--- config.mk ---
export PLATFORM = sky130hd
export DESIGN_NAME = cacheline_adaptor
export DESIGN_NICKNAME = d
export VERILOG_FILES = /design/src/rtl/cacheline_adaptor.sv
export SDC_FILE = /design/constraint.sdc
export NUM_CORES = 1
export LEC_CHECK = 0
export ABC_AREA = 1
export BUFFER_PORTS_ARGS = -buffer_cell sky130_fd_sc_hd__buf_2
export CAP_MARGIN = 20
export CORE_AREA = 3 3 275 277
export CTS_BUF_LIST = sky130_fd_sc_hd__clkbuf_16
export DETAILED_ROUTE_END_ITERATION = 16
export DIE_AREA = 0 0 278 280
export GPL_TIMING_DRIVEN = 0
export SYNTH_ARGS = -nofsm -noshare
export SYNTH_HDL_FRONTEND = slang
export SYNTH_SLANG_ARGS = --single-unit
--- constraint.sdc ---
create_clock -name clk -period 2.85 [get_ports clk]
set_clock_uncertainty 0.05 [all_clocks]
set_input_delay 0 -clock clk [delete_from_list [all_inputs] [get_ports clk]]
set_output_delay 0 -clock clk [all_outputs]
set_load 0.05 [all_outputs]
--- src/rtl/cacheline_adaptor.sv ---
// cacheline_adaptor
//   Serves one cache-line read or write request from the requester side
//   as a BEATS-long burst on the memory side. Read beats are assembled
//   into line_o. Each transaction ends with a one-cycle resp_o pulse.
//
// Ports
//   clk        rising-edge clock
//   rst        asynchronous, active-low reset
//   line_i     write line from requester
//   line_o     assembled read line; held until the next read overwrites it
//   address_i  requester byte address; aligned to a line when latched
//   read_i     requester read request (level, held until resp_o)
//   write_i    requester write request (level, held until resp_o); wins over read_i
//   resp_o     one-cycle completion pulse to requester
//   burst_i    memory read beat
//   burst_o    memory write beat
//   address_o  line-aligned address to memory, valid during a burst
//   read_o     memory read burst request
//   write_o    memory write burst request
//   resp_i     memory beat acknowledge, one per beat
module cacheline_adaptor #(
  parameter int LINE_WIDTH = 256,
  parameter int BEAT_WIDTH = 64,
  parameter int ADDR_WIDTH = 32
) (
  input  logic                  clk,
  input  logic                  rst,
  input  logic [LINE_WIDTH-1:0] line_i,
  output logic [LINE_WIDTH-1:0] line_o,
  input  logic [ADDR_WIDTH-1:0] address_i,
  input  logic                  read_i,
  input  logic                  write_i,
  output logic                  resp_o,
  input  logic [BEAT_WIDTH-1:0] burst_i,
  output logic [BEAT_WIDTH-1:0] burst_o,
  output logic [ADDR_WIDTH-1:0] address_o,
  output logic                  read_o,
  output logic                  write_o,
  input  logic                  resp_i
);

  localparam int BEATS = LINE_WIDTH / BEAT_WIDTH;
  localparam int CNT_W = $clog2(BEATS);
  localparam int OFF_W = $clog2(LINE_WIDTH / 8);
  localparam logic [CNT_W-1:0] LAST_BEAT = CNT_W'(BEATS - 1);
  localparam logic [ADDR_WIDTH-1:0] ALIGN_MASK = ~ADDR_WIDTH'((1 << OFF_W) - 1);

  typedef enum logic [1:0] {
    IDLE     = 2'd0,
    RD_BURST = 2'd1,
    WR_BURST = 2'd2,
    RESP     = 2'd3
  } state_t;

  state_t                  state;
  logic [CNT_W-1:0]        count;
  // Write data is kept apart from line_o so a write never disturbs the
  // last assembled read line.
  logic [LINE_WIDTH-1:0]   wr_line;

  // write_o is only high in WR_BURST, so this is zero everywhere else,
  // including while reset is held.
  assign burst_o = write_o ? wr_line[int'(count)*BEAT_WIDTH +: BEAT_WIDTH] : '0;

  always_ff @(posedge clk or negedge rst) begin
    if (!rst) begin
      state     <= IDLE;
      count     <= '0;
      wr_line   <= '0;
      line_o    <= '0;
      address_o <= '0;
      read_o    <= 1'b0;
      write_o   <= 1'b0;
      resp_o    <= 1'b0;
    end else begin
      case (state)
        IDLE: begin
          resp_o <= 1'b0;
          // resp_i is ignored here; write takes priority over read.
          if (write_i) begin
            address_o <= address_i & ALIGN_MASK;
            wr_line   <= line_i;
            count     <= '0;
            write_o   <= 1'b1;
            state     <= WR_BURST;
          end else if (read_i) begin
            address_o <= address_i & ALIGN_MASK;
            count     <= '0;
            read_o    <= 1'b1;
            state     <= RD_BURST;
          end
        end

        RD_BURST: begin
          if (resp_i) begin
            line_o[int'(count)*BEAT_WIDTH +: BEAT_WIDTH] <= burst_i;
            count <= count + 1'b1;
            if (count == LAST_BEAT) begin
              read_o    <= 1'b0;
              address_o <= '0;
              resp_o    <= 1'b1;
              state     <= RESP;
            end
          end
        end

        WR_BURST: begin
          if (resp_i) begin
            count <= count + 1'b1;
            if (count == LAST_BEAT) begin
              write_o   <= 1'b0;
              address_o <= '0;
              resp_o    <= 1'b1;
              state     <= RESP;
            end
          end
        end

        RESP: begin
          // Single-cycle pulse; the requester drops its request on this edge.
          resp_o <= 1'b0;
          state  <= IDLE;
        end

        default: begin
          resp_o <= 1'b0;
          state  <= IDLE;
        end
      endcase
    end
  end

endmodule

==> impl_metrics.toml <==
[critical_path]
cp.arrival_ps = 2690
cp-end-kind = "primary output"
start_kind = "flop"
worstSetupPathType = "flop to primary output"
reg2reg_from = "count[0]"
cp_max_fo = 10
crit_start = "count[1]"
cp.required_ps = 2800

[route]
ant_nets = 0
first_pass_iters = 5
routed_wl_mm = 104
vias_per_cell = 4.91
wl_per_cell_um = 20.4
drc = 0
vias = 25000
drt_iter0_markers = 1822

[place]
dp_hpwl_mm = 74.9
place.gp.congestion = 0.923
dpl_worst_slack_ps = -1270
port_buffers = 700

[logic_synthesis]
ys_seq_elements = 546
syn_area_um2 = 23700
synthSimpleGateAreaFrac_pct = 24.8
synth_cell_types = 24
ys_seq_area_share_pct = 57.7
synth_area_leaders = "dfrtp_1, nand2_1, o21ai_0, nor2_1, nand3_1"
synth.mux.area_fraction_pct = 0
synthCells = 2911
yosys_warnings = 0
syn_area_per_cell_um2 = 8.14
yosys.area.top_type = "dfrtp_1"
synth-compound-area-share_pct = 11.7
synth-xor-area-share_pct = 0
synth.top_cell.area_share_pct = 57.7
synth_top_family_by_area = "simple AND/OR/NAND/NOR gates"
synth_fa_ha_area_share_pct = 0.634

[die]
fp.dieArea_um2 = 77800
die_x_um = 278
initial_utilization_pct = 32.4
core_um2 = 73100
rows = 99
ios = 712
die_h_um = 280

[pwr]
total_power_uw = 36300
p_leak_uw = 0.0183
power.density_nw_per_um2 = 1050
switching_power_uw = 17400
ir_drop_mv = 0.646
seqPwrFrac_pct = 31.7
switching_share_pct = 47.9
p_comb_share_pct = 47.1
p_clk_share_pct = 21.2
intPower_uw = 18900

[run]
maxCapViolCount = 0

[timing]
fin_ws_ps = 115
finalCriticalPeriod_ps = 2740
rsz0062_at_grt = "false"
setup_viol_count_final = 0
tns_ps = 0
drv_slew = 0
slew_headroom_pct = 39.9
max_freq_mhz = 366
final-hold-violation-count = 0
tightest_slew_ps = 901
period_share_pct = 96.0

[cells_and_area]
final-seq-area_um2 = 13700
final_net_count = 4425
n_fill_cell = 7168
syn2layout_area_growth_pct = 45.3
drive_above_1_share_pct = 22.2
multiInputGateArea_um2 = 8850

[global_route]
grt_pass1_wl_mm = 154
antenna_found_initial = 16
grt_max_degree = 116
track_usage_pct = 25.9
grt_pass1_vias = 25000
grt_overflow = 0

[clock_tree]
h-tree-depth = 2
clk_latency_ps = 620
cts_tree = "built"
cts.sinks = 546
cts-buffers-inserted = 61
clk_pin_slew_ps = 60
ctsRootBufferMaster = "clkbuf_16"
clockBufferDepth = 3

[outcome]
outcome = "finished, final reports clean"

[worst_hold_path]
min_from = "line_i[37]"
hp-class = "primary input to flop"
[power groups by stage]
| stage | Combinational, µW | Sequential (µW) | Clock (µW) |
|---|---|---|---|
| final | 17100 | 11500 | 7680 |
| after global routing | 18600 | 11800 | 8140 |
| after floorplan | 8590 | 13800 | 0 |
| after global placement | 16100 | 11600 | 0 |
| after CTS | 17100 | 11500 | 7820 |
| after detailed placement | 16300 | 11600 | 0 |
[logic make-up (layout without fill, tap and decap cells)]
family / Yosys count / after routing
other: 1 / 18
flip-flops: 546 / 546
buffers and inverters: 296 / 1489
AO/OA/AOI/OAI: 552 / 552
AND/OR/NAND/NOR: 1504 / 1504
adder cells (fa/ha/maj): 12 / 12
[cells in the final DEF (no fill, tap or decap), types with 2 or more instances in the layout]
| cell type | n |
|---|---|
| buf_4 | 30 |
| buf_16 | 6 |
| o21ai_0 | 447 |
| dfrtp_1 | 544 |
| buf_6 | 8 |
| clkinv_1 | 16 |
| buf_2 | 730 |
| buf_8 | 2 |
| inv_6 | 2 |
| bufinv_16 | 4 |
| nand3_1 | 140 |
| dlygate4sd3_1 | 354 |
| a21oi_2 | 2 |
| nor2_1 | 259 |
| buf_1 | 9 |
| clkbuf_4 | 2 |
| diode_2 | 13 |
| nor3_4 | 2 |
| nor2_4 | 3 |
| clkbuf_2 | 25 |
| buf_12 | 4 |
| clkbuf_16 | 63 |
| o21ai_1 | 40 |
| inv_2 | 3 |
| nand4_1 | 3 |
| dfrtp_2 | 2 |
| clkbuf_1 | 117 |
| clkinvlp_4 | 3 |
| inv_1 | 94 |
| nand2_1 | 1094 |
| clkinv_2 | 14 |
| ha_1 | 11 |
| a21oi_1 | 63 |
| conb_1 | 5 |
[cell type report]
| cell class | count | area share [%] |
|---|---|---|
| diodes | 13 | 0.0945 |
| plain buffers | 209 | 2.88 |
| clock buffers | 63 | 4.58 |
| clock inverters | 52 | 0.989 |
| inverters | 86 | 0.985 |
| multi-input cells | 2073 | 25.7 |
| flip-flops and latches | 546 | 39.7 |
| well taps | 959 | 3.49 |
| repair buffers | 1079 | 21.6 |
[synthesized netlist by cell type]
library cell     n
nand2_1       1094
nor3_4           1
nand3_1        140
buf_1           13
buf_2           40
o21ai_1         38
buf_4            6
conb_1           1
clkinv_2         1
nand4_1          3
dfrtp_1        546
clkinv_1         1
buf_6            8
nor2_1         260
inv_1           81
o21ai_0        449
clkbuf_1       143
nand4_2          1
nor2_2           3
ha_1            12
inv_2            3
nand2_2          1
nor3_2           1
a21oi_1         65
[critical path, stage by stage, from the launching register on]
cell and delay [ps]:
dfrtp_2 480, inv_1 80, clkbuf_2 290, clkbuf_2 300
nor2_1 160, o21ai_0 100, a21oi_1 310, buf_2 330
[routing by layer]
layer / global-route usage [%] / share of wire [%]
met5: 0 / 0.030
met4: 11.2 / 4.7
met3: 4.99 / 6.8
met2: 45.8 / 50
met1: 30.6 / 39
[stage by stage]
stage / cell area [µm²] / hold slack, ps / util [%] / cells
2_1_floorplan: 23700 / -346 / - / 2915
3_3_place_gp: 28400 / 145 / 38.9 / 4574
3_5_place_dp: 28600 / -55.7 / 39.1 / 4580
4_1_cts: 34400 / 5.77 / 47.0 / 5066
5_1_grt: 34400 / 48.9 / 47.1 / 5076
6_report: 34400 / 51.8 / 47.1 / 5080
[state kept, by name (all words and copies together) (netlist names)]
register,flops
write_o,1
line_o,256
state,2
read_o,1
resp_o,1
address_o,27
wr_line,256
count,2
[path summary, 6_finish.rpt]
path,cells past startpoint,end,slack [ps]
setup reg to reg,11,line_o[5],150
setup / recovery,7,burst_o[37],120
min in group asynchronous,4,line_o[5],500
hold / removal,4,wr_line[37],50
hold reg to reg,2,read_o,420
max in group asynchronous,5,wr_line[216],1080
[what timing repair did]
item,4_1_cts,5_1_grt
gates resized for setup,51,18
hold buffers,355,0
endpoints found under the setup margin,453,175
endpoints found under the hold margin,820,0
pin swaps,5,0
setup buffers,17,1
Power figures use the tool's default switching activity.
